==> src/rtl/multicycle_control_fsm.sv <==
// ---------------------------------------------------------------------------
// multicycle_control_fsm
//   Main control FSM for the multicycle MIPS datapath. Each instruction is
//   walked through FETCH / DECODE / EXEC / MEM / WB. Memory accesses stall on
//   i_mem_ready, unknown opcodes are trapped and skipped, and every
//   instruction that completes (all but trapped ones) bumps a retire counter.
//
//   Build option: define MC_CTRL_JAL_EN to build the JAL (op 03) and
//   JR (op 00 / funct 08) states. Without it those encodings trap, and
//   reg_dst / mem_to_reg never take the value 2'b10.
//
// Parameters
//   ALUOP_W  width of o_alu_op (3-bit codes zero-extended when wider)
//   CNT_W    width of o_instr_cnt (wraps to 0)
//
// Ports
//   i_clk        clock, rising edge
//   i_reset      asynchronous reset, active low
//   i_op         IR[31:26], valid from DECODE onward
//   i_funct      IR[5:0], only used to spot JR
//   i_mem_ready  memory done; looked at in FETCH, MEM_RD and MEM_WR only
//   o_pc_write   unconditional PC load
//   o_pc_wr_beq  PC load if ALU zero
//   o_pc_wr_bne  PC load if ALU not zero
//   o_iord       memory address: 0 PC, 1 ALUOut
//   o_mem_read   memory read strobe
//   o_mem_write  memory write strobe
//   o_ir_write   instruction register load
//   o_reg_dst    00 rt, 01 rd, 10 $ra
//   o_mem_to_reg 00 ALUOut, 01 MDR, 10 PC
//   o_reg_write  register-file write
//   o_alu_src_a  0 PC, 1 rs
//   o_alu_src_b  00 rt, 01 const 4, 10 sign-ext imm, 11 imm<<2
//   o_pc_source  00 ALU, 01 ALUOut, 10 jump target, 11 rs
//   o_alu_op     ADD 011, SUB 001, R 111, ADDI 100, ORI 101, ANDI 110, LUI 010
//   o_illegal_op one-cycle pulse while in TRAP
//   o_instr_cnt  retired-instruction count
// ---------------------------------------------------------------------------
module multicycle_control_fsm #(
  parameter int ALUOP_W = 3,
  parameter int CNT_W   = 32
) (
  input  logic               i_clk,
  input  logic               i_reset,
  input  logic [5:0]         i_op,
  input  logic [5:0]         i_funct,
  input  logic               i_mem_ready,
  output logic               o_pc_write,
  output logic               o_pc_wr_beq,
  output logic               o_pc_wr_bne,
  output logic               o_iord,
  output logic               o_mem_read,
  output logic               o_mem_write,
  output logic               o_ir_write,
  output logic [1:0]         o_reg_dst,
  output logic [1:0]         o_mem_to_reg,
  output logic               o_reg_write,
  output logic               o_alu_src_a,
  output logic [1:0]         o_alu_src_b,
  output logic [1:0]         o_pc_source,
  output logic [ALUOP_W-1:0] o_alu_op,
  output logic               o_illegal_op,
  output logic [CNT_W-1:0]   o_instr_cnt
);

  localparam logic [3:0] S_IDLE     = 4'd0;
  localparam logic [3:0] S_FETCH    = 4'd1;
  localparam logic [3:0] S_DECODE   = 4'd2;
  localparam logic [3:0] S_EXEC     = 4'd3;
  localparam logic [3:0] S_R_WB     = 4'd4;
  localparam logic [3:0] S_IMM_EXEC = 4'd5;
  localparam logic [3:0] S_IMM_WB   = 4'd6;
  localparam logic [3:0] S_MEM_ADDR = 4'd7;
  localparam logic [3:0] S_MEM_RD   = 4'd8;
  localparam logic [3:0] S_MEM_WB   = 4'd9;
  localparam logic [3:0] S_MEM_WR   = 4'd10;
  localparam logic [3:0] S_BRANCH   = 4'd11;
  localparam logic [3:0] S_JUMP     = 4'd12;
`ifdef MC_CTRL_JAL_EN
  localparam logic [3:0] S_JR       = 4'd13;
  localparam logic [3:0] S_JAL      = 4'd14;
`endif
  localparam logic [3:0] S_TRAP     = 4'd15;

  localparam logic [2:0] AOP_ADD  = 3'b011;
  localparam logic [2:0] AOP_SUB  = 3'b001;
  localparam logic [2:0] AOP_R    = 3'b111;
  localparam logic [2:0] AOP_ADDI = 3'b100;
  localparam logic [2:0] AOP_ORI  = 3'b101;
  localparam logic [2:0] AOP_ANDI = 3'b110;
  localparam logic [2:0] AOP_LUI  = 3'b010;

  logic [3:0]       r_state;
  logic [3:0]       w_state_nxt;
  logic [CNT_W-1:0] r_instr_cnt;
  logic             w_retire;
  logic [2:0]       w_alu_op;
  logic [2:0]       w_imm_aop;
  logic             w_is_jr;

  assign w_is_jr = (i_funct == 6'h08);

  // Immediate ALU op follows the opcode still held in IR.
  always_comb begin
    case (i_op)
      6'h0d:   w_imm_aop = AOP_ORI;
      6'h0c:   w_imm_aop = AOP_ANDI;
      6'h0f:   w_imm_aop = AOP_LUI;
      default: w_imm_aop = AOP_ADDI;
    endcase
  end

  // Next-state logic
  always_comb begin
    w_state_nxt = r_state;
    case (r_state)
      S_IDLE:   w_state_nxt = S_FETCH;
      S_FETCH:  if (i_mem_ready) w_state_nxt = S_DECODE;
      S_DECODE: begin
        case (i_op)
`ifdef MC_CTRL_JAL_EN
          6'h00:                      w_state_nxt = w_is_jr ? S_JR : S_EXEC;
          6'h03:                      w_state_nxt = S_JAL;
`else
          6'h00:                      w_state_nxt = w_is_jr ? S_TRAP : S_EXEC;
`endif
          6'h08, 6'h0d, 6'h0c, 6'h0f: w_state_nxt = S_IMM_EXEC;
          6'h23, 6'h2b:               w_state_nxt = S_MEM_ADDR;
          6'h04, 6'h05:               w_state_nxt = S_BRANCH;
          6'h02:                      w_state_nxt = S_JUMP;
          default:                    w_state_nxt = S_TRAP;
        endcase
      end
      S_EXEC:     w_state_nxt = S_R_WB;
      S_IMM_EXEC: w_state_nxt = S_IMM_WB;
      S_MEM_ADDR: w_state_nxt = (i_op == 6'h2b) ? S_MEM_WR : S_MEM_RD;
      S_MEM_RD:   if (i_mem_ready) w_state_nxt = S_MEM_WB;
      S_MEM_WR:   if (i_mem_ready) w_state_nxt = S_FETCH;
      S_R_WB, S_IMM_WB, S_MEM_WB, S_BRANCH, S_JUMP, S_TRAP:
                  w_state_nxt = S_FETCH;
`ifdef MC_CTRL_JAL_EN
      S_JR, S_JAL: w_state_nxt = S_FETCH;
`endif
      default:    w_state_nxt = S_IDLE;
    endcase
  end

  // An instruction retires on the edge leaving its last state; TRAP never does.
  always_comb begin
    case (r_state)
      S_R_WB, S_IMM_WB, S_MEM_WB, S_BRANCH, S_JUMP: w_retire = 1'b1;
`ifdef MC_CTRL_JAL_EN
      S_JR, S_JAL:                                  w_retire = 1'b1;
`endif
      S_MEM_WR:                                     w_retire = i_mem_ready;
      default:                                      w_retire = 1'b0;
    endcase
  end

  always_ff @(posedge i_clk or negedge i_reset) begin
    if (!i_reset) begin
      r_state     <= S_IDLE;
      r_instr_cnt <= '0;
    end else begin
      r_state <= w_state_nxt;
      if (w_retire) r_instr_cnt <= r_instr_cnt + CNT_W'(1);
    end
  end

  // Output decode. FETCH gates its PC/IR loads with i_mem_ready so a stalled
  // fetch does not advance the PC.
  always_comb begin
    o_pc_write   = 1'b0;
    o_pc_wr_beq  = 1'b0;
    o_pc_wr_bne  = 1'b0;
    o_iord       = 1'b0;
    o_mem_read   = 1'b0;
    o_mem_write  = 1'b0;
    o_ir_write   = 1'b0;
    o_reg_dst    = 2'b00;
    o_mem_to_reg = 2'b00;
    o_reg_write  = 1'b0;
    o_alu_src_a  = 1'b0;
    o_alu_src_b  = 2'b00;
    o_pc_source  = 2'b00;
    o_illegal_op = 1'b0;
    w_alu_op     = 3'b000;
    case (r_state)
      S_FETCH: begin
        o_mem_read  = 1'b1;
        o_ir_write  = i_mem_ready;
        o_pc_write  = i_mem_ready;
        o_alu_src_b = 2'b01;
        w_alu_op    = AOP_ADD;
      end
      S_DECODE: begin
        o_alu_src_b = 2'b11;
        w_alu_op    = AOP_ADD;
      end
      S_EXEC: begin
        o_alu_src_a = 1'b1;
        w_alu_op    = AOP_R;
      end
      S_R_WB: begin
        o_reg_dst   = 2'b01;
        o_reg_write = 1'b1;
      end
      S_IMM_EXEC: begin
        o_alu_src_a = 1'b1;
        o_alu_src_b = 2'b10;
        w_alu_op    = w_imm_aop;
      end
      S_IMM_WB: o_reg_write = 1'b1;
      S_MEM_ADDR: begin
        o_alu_src_a = 1'b1;
        o_alu_src_b = 2'b10;
        w_alu_op    = AOP_ADD;
      end
      S_MEM_RD: begin
        o_mem_read = 1'b1;
        o_iord     = 1'b1;
      end
      S_MEM_WB: begin
        o_mem_to_reg = 2'b01;
        o_reg_write  = 1'b1;
      end
      S_MEM_WR: begin
        o_mem_write = 1'b1;
        o_iord      = 1'b1;
      end
      S_BRANCH: begin
        o_alu_src_a = 1'b1;
        w_alu_op    = AOP_SUB;
        o_pc_source = 2'b01;
        o_pc_wr_beq = (i_op == 6'h04);
        o_pc_wr_bne = (i_op == 6'h05);
      end
      S_JUMP: begin
        o_pc_source = 2'b10;
        o_pc_write  = 1'b1;
      end
`ifdef MC_CTRL_JAL_EN
      S_JR: begin
        o_pc_source = 2'b11;
        o_pc_write  = 1'b1;
      end
      // PC still holds PC+4 here, so writing PC into $ra gives the link.
      S_JAL: begin
        o_pc_source  = 2'b10;
        o_pc_write   = 1'b1;
        o_reg_dst    = 2'b10;
        o_mem_to_reg = 2'b10;
        o_reg_write  = 1'b1;
      end
`endif
      S_TRAP: o_illegal_op = 1'b1;
      default: ;
    endcase
  end

  assign o_alu_op    = ALUOP_W'(w_alu_op);
  assign o_instr_cnt = r_instr_cnt;

endmodule

==> config.mk <==
export PLATFORM = sky130hd
export DESIGN_NAME = multicycle_control_fsm
export DESIGN_NICKNAME = d
export VERILOG_FILES = /design/src/rtl/multicycle_control_fsm.sv
export SDC_FILE = /design/constraint.sdc
export NUM_CORES = 1
export LEC_CHECK = 0
export ABC_CLOCK_PERIOD_IN_PS = 1500
export CAP_MARGIN = 15
export CORE_ASPECT_RATIO = 0.5
export CORE_MARGIN = 5
export CORE_UTILIZATION = 43
export CTS_CLUSTER_SIZE = 14
export DETAILED_ROUTE_END_ITERATION = 6
export PLACE_DENSITY = 0.74
export SLEW_MARGIN = 40
export SYNTH_ARGS = -nofsm -noshare
export SYNTH_HDL_FRONTEND = slang
export SYNTH_SLANG_ARGS = --single-unit
==> constraint.sdc <==
create_clock -name i_clk -period 1.5 [get_ports i_clk]
set_input_delay 0.3 -clock i_clk [delete_from_list [all_inputs] [get_ports i_clk]]
set_output_delay 0.3 -clock i_clk [all_outputs]
set_load 0.05 [all_outputs]
==> results of run 1 <==
metrics by stage:
step / std cells / hold slack, ps / instance area (um^2) / utilization [%] / worst slack [ps]
after global placement: 451 / 473 / 4410 / 88.6 / -595
after detailed placement: 451 / 479 / 4410 / 88.6 / -684
after floorplan: 247 / 4.41 / 2700 / - / -408
Yosys cell counts (2+ instances only):
cell type / number
o21ai_0: 4
nand2_1: 24
nor3b_1: 2
nor3_1: 13
a22o_1: 2
and2_1: 2
xor2_1: 18
buf_6: 2
nor4_1: 5
nor2_1: 23
buf_4: 4
nand2b_1: 6
nand3_1: 12
o311ai_0: 2
nand4_4: 2
nand4_1: 10
nor4b_1: 2
a31oi_1: 3
nor2b_1: 7
dfrtp_1: 36
inv_1: 5
a21oi_1: 7
xnor2_1: 13
o31ai_1: 3
clkbuf_1: 9
and3_1: 6
nor4_4: 3
and2b_1: 2
cells by family after synthesis:
logic type / Yosys count / share of synthesized area, %
multiplexers: 1 / 0.502
buffers and inverters: 22 / 5.08
other: 1 / 0.167
XOR/XNOR: 31 / 12.1
adder cells (fa/ha/maj): 1 / 0.558
flip-flops: 36 / 40.2
AND/OR/NAND/NOR: 121 / 31.0
AO/OA/AOI/OAI: 33 / 10.4
==> impl_metrics.env, run 1 <==
export IMPL_status="stopped before the end"
export IMPL_failed_stage="4_1_cts"
export IMPL_tool_error="[ERROR DPL-0038] Utilization greater than 100%, impossible to legalize"
export IMPL_synth_top_area_share_pct=40.2
export IMPL_ioPinCount=68
export IMPL_cts_max_level=2
export IMPL_ys_seq_area_share_pct=40.2
export IMPL_ys_async_sr_fraction_pct=100
export IMPL_synth_seq_cells=36
export IMPL_post_cts_setup_buffer_count=28
export IMPL_cts_resized=75
export IMPL_dp_hpwl_mm=6.41
export IMPL_synth_top_area_cell="dfrtp_1"
export IMPL_cts_buffers=5
export IMPL_synth_cells=246
export IMPL_cts_buffer_depth=2
export IMPL_ys_warn_count=0
export IMPL_die_y_um=61.1
export IMPL_synthFlopType="dfrtp_1"
export IMPL_num_rows=18
export IMPL_cts_sinks=36
export IMPL_dieWidth_um=112
export IMPL_synth_cell_types=47
export IMPL_root_buffer="clkbuf_8"
export IMPL_synth_area_per_cell_um2=9.11
export IMPL_postCtsHoldBufs=0
export IMPL_ys_top_cells_by_area="dfrtp_1, xor2_1, xnor2_1"
export IMPL_portBuffers=65
export IMPL_syn_cell_area_um2=2240
export IMPL_gp_congestion=0.951
export IMPL_synth_edf_count=0
export IMPL_initial_core_util_pct=45.0
==> inputs of run 2 (changes only) <==
ABC_CLOCK_PERIOD_IN_PS = 2000   (was 1500)
CORE_ASPECT_RATIO = unset   (was 0.5)
CORE_UTILIZATION = 40   (was 43)
CTS_CLUSTER_SIZE = unset   (was 14)
PLACE_DENSITY = unset   (was 0.74)
PLACE_DENSITY_LB_ADDON = 0.15   (was unset)
clock period = 2 ns   (was 1.5 ns; I/O delays follow)
==> run 2 against run 1 <==
- the flow now finishes, with violations (setup timing)
- area after synthesis unchanged
- synthesized cell count unchanged
==> impl_metrics.env, run 2 <==
export IMPL_whs_ps=57.4
export IMPL_synth_top_area_share_pct=40.2
export IMPL_ys_top_cells_by_area="dfrtp_1, xor2_1, xnor2_1"
export IMPL_peakVddDrop_mv=1.07
export IMPL_routed_wl_mm=5.66
export IMPL_synth_edf_count=0
export IMPL_grt_antenna_before_repair=0
export IMPL_largest_register_ffs=32
export IMPL_portBuffers=65
export IMPL_dieArea_um2=7200
export IMPL_drtIter0Drc=116
export IMPL_highest_layer="met4"
export IMPL_cellPowerDensity_nw_per_um2=1230
export IMPL_max_slew_worst_pin_slew_ps=512
export IMPL_fin_crit_ps=2010
export IMPL_critPathRequiredTime_ps=1600
export IMPL_hold_viol=0
export IMPL_core_um2=5470
export IMPL_synth_top_area_cell="dfrtp_1"
export IMPL_ant_nets=0
export IMPL_skew_ps=7.01
export IMPL_cp_slowest_cell="dfrtp_1"
export IMPL_syn_cell_area_um2=2240
export IMPL_clk_insertion_delay_late_ps=290
export IMPL_area_delta_synth_final_pct=63.7
export IMPL_cts_sinks=36
export IMPL_max_slew_margin_pct=65.8
export IMPL_die_y_um=84.9
export IMPL_final_common_cell="buf_4"
export IMPL_worstPathCellList="buf_6 > buf_4 > nand2b_1 > a211oi_2 > buf_12"
export IMPL_synth_cells=246
export IMPL_finish_utilization_pct=67.1
export IMPL_wl_met2_mm=2.76
export IMPL_ys_warn_count=0
export IMPL_wl_met3_um=295
export IMPL_dp_hpwl_mm=4.21
export IMPL_fmax_mhz=498
export IMPL_ioPinCount=68
export IMPL_synth_area_per_cell_um2=9.11
export IMPL_synth_xor_area_share_pct=12.1
export IMPL_synthFlopType="dfrtp_1"
export IMPL_layout_drive_gt1_share_pct=33.5
export IMPL_drc=0
export IMPL_dp_slack_ps=-285
export IMPL_cts_buffers=5
export IMPL_power_total_mw=4.50
export IMPL_vias=2122
export IMPL_dieWidth_um=84.9
export IMPL_setup_viol=1
export IMPL_wl_per_cell_um=13.6
export IMPL_n_antenna_cell=0
export IMPL_slowest_delay_ps=420
export IMPL_gp_congestion=0.798
export IMPL_setup_ws_ps=-9.80
export IMPL_synthAdderAreaFrac_pct=0.558
export IMPL_final_period_utilization_pct=100
export IMPL_critPathArrivalTime_ps=1610
export IMPL_violations="setup timing"
export IMPL_grt_total_usage_pct=15.6
export IMPL_synth_most_common_cell="dfrtp_1"
export IMPL_ys_async_sr_fraction_pct=100
export IMPL_synth_seq_cells=36
export IMPL_tritoncts="built"
export IMPL_ys_seq_area_share_pct=40.2
export IMPL_synth_cell_types=47
export IMPL_synth_mux_area_share_pct=0.502
export IMPL_final_setup_tns_ps=-9.80
export IMPL_gr_total_overflow=0
export IMPL_critPathKind="register to primary output"
export IMPL_firstDrtPassIters=4
export IMPL_initial_core_util_pct=41.0
export IMPL_synth_compound_area_share_pct=10.4
export IMPL_slew_viol_final=0
export IMPL_clk_pin_slew_ps=70
export IMPL_synth_top_family_by_area="simple AND/OR/NAND/NOR gates"
export IMPL_yosys_area_share_simple_pct=31.0
export IMPL_maxCapViolCount=0
export IMPL_met1_length_mm=2.54
export IMPL_grt_pass1_vias=1990
export IMPL_rsz0062_at_grt="true"
export IMPL_num_rows=27
export IMPL_grt_max_degree=37
export IMPL_final_nets=358
export IMPL_grt_pass1_wl_mm=9.31
export IMPL_hp_class="primary input to asynchronous set/reset pin"
export IMPL_status="finished, violations left"
export IMPL_p_leak_nw=1.71
export IMPL_layout_common_cells="buf_4, dfrtp_1, clkdlybuf4s50_1"
export IMPL_root_buffer="clkbuf_8"
export IMPL_cts_buffer_depth=2
export IMPL_viasPerCell=5.11
export IMPL_end_kind="primary output"
export IMPL_cts_max_level=2
export IMPL_synth_common_cells="dfrtp_1, nand2_1, nor2_1, xor2_1"
export IMPL_cp_max_fo=8
export IMPL_start_kind="register"
run 2: power by group:
part | leakage [nW] | total [mW] | internal, mW | switching, mW
registers | 0.481 | 0.960 | 0.821 | 0.140
logic | 1.17 | 2.84 | 1.29 | 1.55
clock network | 0.0645 | 0.693 | 0.440 | 0.253
run 2: logic make-up (layout without fill, tap and decap cells):
group	after synthesis	count (layout)
adder cells (fa/ha/maj)	1	1
other	1	2
AO/OA/AOI/OAI	33	33
XOR/XNOR	31	31
buffers and inverters	22	118
AND/OR/NAND/NOR	121	121
flip-flops	36	36
multiplexers	1	1
run 2: routing by layer:
metal  GRT usage [%]  vias to the layer above
met5               0                        -
met4            4.32                        0
met3            3.30                        8
met2            25.3                       55
met1            21.0                      995
li1                -                     1064
run 2: through the flow:
| stage | std cells | instance area (um^2) |
|---|---|---|
| after floorplan | 247 | 2370 |
| after detailed placement | 396 | 3380 |
| after global placement | 396 | 3380 |
| after global routing | 415 | 3670 |
| after CTS | 409 | 3560 |
| final | 415 | 3670 |
run 2: repair_timing:
action                                  CTS  global route
pin swaps                                 8            12
resized for setup                        15            17
cloned                                    0             0
endpoints found under the setup margin   10            11
hold buffers                              0             0
setup buffers                             5             6
run 2: final timing paths:
path	start	endpoint	slack (ps)	depth (start not counted)
max in group asynchronous	i_reset	r_state[2]	1600	1
max	r_state[3]	o_mem_read	-10	5
max reg2reg	r_state[1]	o_instr_cnt[15]	150	7
min	i_reset	o_instr_cnt[23]	60	1
min reg2reg	o_instr_cnt[31]	o_instr_cnt[31]	470	1
min in group i_clk	o_instr_cnt[31]	o_instr_cnt[31]	470	1
run 2: area by class of cell:
| type | count | area (um^2) |
|---|---|---|
| sequential | 36 | 905 |
| clock buffer | 7 | 96.3 |
| multi-input combinational | 189 | 1400 |
| fill | 454 | 1800 |
| timing repair buffer | 105 | 1130 |
| inverter | 5 | 21.3 |
| clock inverter | 1 | 30.0 |
| tap | 72 | 90.1 |
run 2: critical path: cells and delay by family (launching register included):
kind                   cells  cell delay, ps
AOI/OAI and AO/OA          1             270
DFF                        1             420
and+or+nand+nor            1             170
buffers and inverters      3             470
No activity file was read; power rests on OpenSTA's default activity.
==> inputs of run 3 (changes only) <==
CTS_CLUSTER_DIAMETER = 120   (was unset)
SLEW_MARGIN = unset   (was 40)
==> run 3 against run 2 <==
- the run still ends with setup timing left
- sequential power is essentially flat
- largest power group unchanged
- clock skew is essentially flat
- largest cell class unchanged
- total power is essentially flat
- fmax grew 0.17%
- sequential share of layout area is essentially flat
- global-route usage is the same
- critical path type unchanged
- critical endpoint unchanged
- die area is the same
- critical path depth is the same
==> impl_metrics.env, run 3 (same netlist as run 2, synthesis figures left out) <==
export IMPL_fmax_mhz=498
export IMPL_rr_worst_depth=7
export IMPL_fill_cells=454
export IMPL_r2r_slack_ps=140
export IMPL_grt_total_usage_pct=15.6
export IMPL_setup_ws_ps=-6.31
export IMPL_layout_common_cells="buf_4, dfrtp_1, clkdlybuf4s50_1"
export IMPL_r2r_start="r_state[1]"
export IMPL_dieArea_um2=7200
export IMPL_slew_viol_final=0
export IMPL_final_common_cell="buf_4"
export IMPL_violations="setup timing"
export IMPL_cts_buffers=5
export IMPL_viasPerCell=5.11
export IMPL_status="finished, violations left"
export IMPL_max_slew_worst_pin_slew_ps=790
export IMPL_start_kind="register"
export IMPL_cts_max_level=2
export IMPL_dieWidth_um=84.9
export IMPL_drtIter0Drc=117
export IMPL_critPathArrivalTime_ps=1610
export IMPL_firstDrtPassIters=4
export IMPL_finish_utilization_pct=67.0
export IMPL_hold_viol=0
export IMPL_critPathRequiredTime_ps=1600
export IMPL_wl_per_cell_um=13.7
export IMPL_final_nets=358
export IMPL_hp_class="primary input to asynchronous set/reset pin"
export IMPL_critPathKind="register to primary output"
export IMPL_cp_max_fo=8
export IMPL_cts_buffer_depth=2
export IMPL_n_antenna_cell=0
export IMPL_end_kind="primary output"
export IMPL_ant_nets=0
export IMPL_rsz0062_at_grt="true"
export IMPL_gp_congestion=0.798
export IMPL_ioPinCount=68
export IMPL_reg2reg_to="o_instr_cnt[15]"
export IMPL_vias=2122
export IMPL_final_period_utilization_pct=100
export IMPL_max_slew_margin_pct=47.3
export IMPL_p_leak_nw=1.71
export IMPL_whs_ps=189
export IMPL_die_y_um=84.9
export IMPL_cellPowerDensity_nw_per_um2=1230
export IMPL_core_um2=5470
export IMPL_portBuffers=65
export IMPL_grt_max_degree=37
export IMPL_postCtsHoldBufs=0
export IMPL_final_setup_tns_ps=-6.31
export IMPL_grt_pass1_wl_mm=9.31
export IMPL_routed_wl_mm=5.68
export IMPL_peakVddDrop_mv=1.07
export IMPL_fin_crit_ps=2010
export IMPL_skew_ps=6.54
export IMPL_clk_insertion_delay_late_ps=290
export IMPL_setup_viol=1
export IMPL_cts_sinks=36
export IMPL_area_delta_synth_final_pct=63.6
export IMPL_root_buffer="clkbuf_8"
export IMPL_grt_antenna_before_repair=0
export IMPL_dp_slack_ps=-285
export IMPL_clk_pin_slew_ps=70
export IMPL_tritoncts="built"
export IMPL_maxCapViolCount=0
export IMPL_dp_hpwl_mm=4.21
export IMPL_layout_drive_gt1_share_pct=33.5
export IMPL_num_rows=27
export IMPL_grt_pass1_vias=1990
export IMPL_initial_core_util_pct=41.0
export IMPL_gr_total_overflow=0
export IMPL_drc=0
export IMPL_largest_register_ffs=32
## run 3: cell count changes in the layout (fill, tap and decap cells not counted)
cell	change
buf_2	+1
buf_4	-1
## run 3: stage by stage
stage / cell area (um^2) / total power [mW] / std cells
after floorplan: 2370 / 2.52 / 247
after global placement: 3380 / 3.56 / 396
after detailed placement: 3380 / 3.57 / 396
after CTS: 3560 / 4.34 / 409
after global routing: 3670 / 4.71 / 415
final: 3670 / 4.50 / 415
## run 3: area by class of cell
cell class	instances	area [um^2]	share of cell area, %
Multi-Input combinational cell	189	1400	38.0
Timing Repair Buffer	105	1130	30.8
Sequential cell	36	905	24.7
Clock buffer	7	96.3	2.63
Tap cell	72	90.1	2.46
Clock inverter	1	30.0	0.819
Inverter	5	21.3	0.580
## run 3: routing by layer
layer	vias up	part of all wire (%)	track usage, %
li1	1067	-	-
met2	45	49	25.3
met1	1006	45	21.0
met3	4	4.8	3.30
met4	0	0.85	4.32
met5	-	0	0
## run 3: repair_timing
| item | in CTS | in global routing |
|---|---|---|
| pin swaps | 8 | 12 |
| setup endpoints to repair | 10 | 11 |
| buffers inserted | 5 | 6 |
| resized for setup | 15 | 17 |
## run 3: power by group
part / leakage, nW / switching [mW] / internal (mW)
logic: 1.17 / 1.55 / 1.29
clock network: 0.0645 / 0.253 / 0.440
registers: 0.481 / 0.140 / 0.821
## run 3: worst max path at each step
stage,depth (start not counted),from,end
floorplan,4,r_state[0],o_pc_write
global placement,8,i_op[3],r_state[1]
detailed placement,7,i_op[5],o_alu_op[1]
CTS,4,r_state[1],o_pc_write
global route,7,i_op[4],o_alu_op[1]
finish,5,r_state[3],o_mem_read
## run 3: critical path, stage by stage (launching register included)
cell,delay [ps]
dfrtp_1,420
buf_6,160
buf_4,130
nand2b_1,170
a211oi_2,270
buf_12,170
==> inputs of run 4 (changes only) <==
ABC_CLOCK_PERIOD_IN_PS = unset   (was 2000)
==> results of run 4 <==
No change in the layout: final DEF, timing and power equal those of run 3.
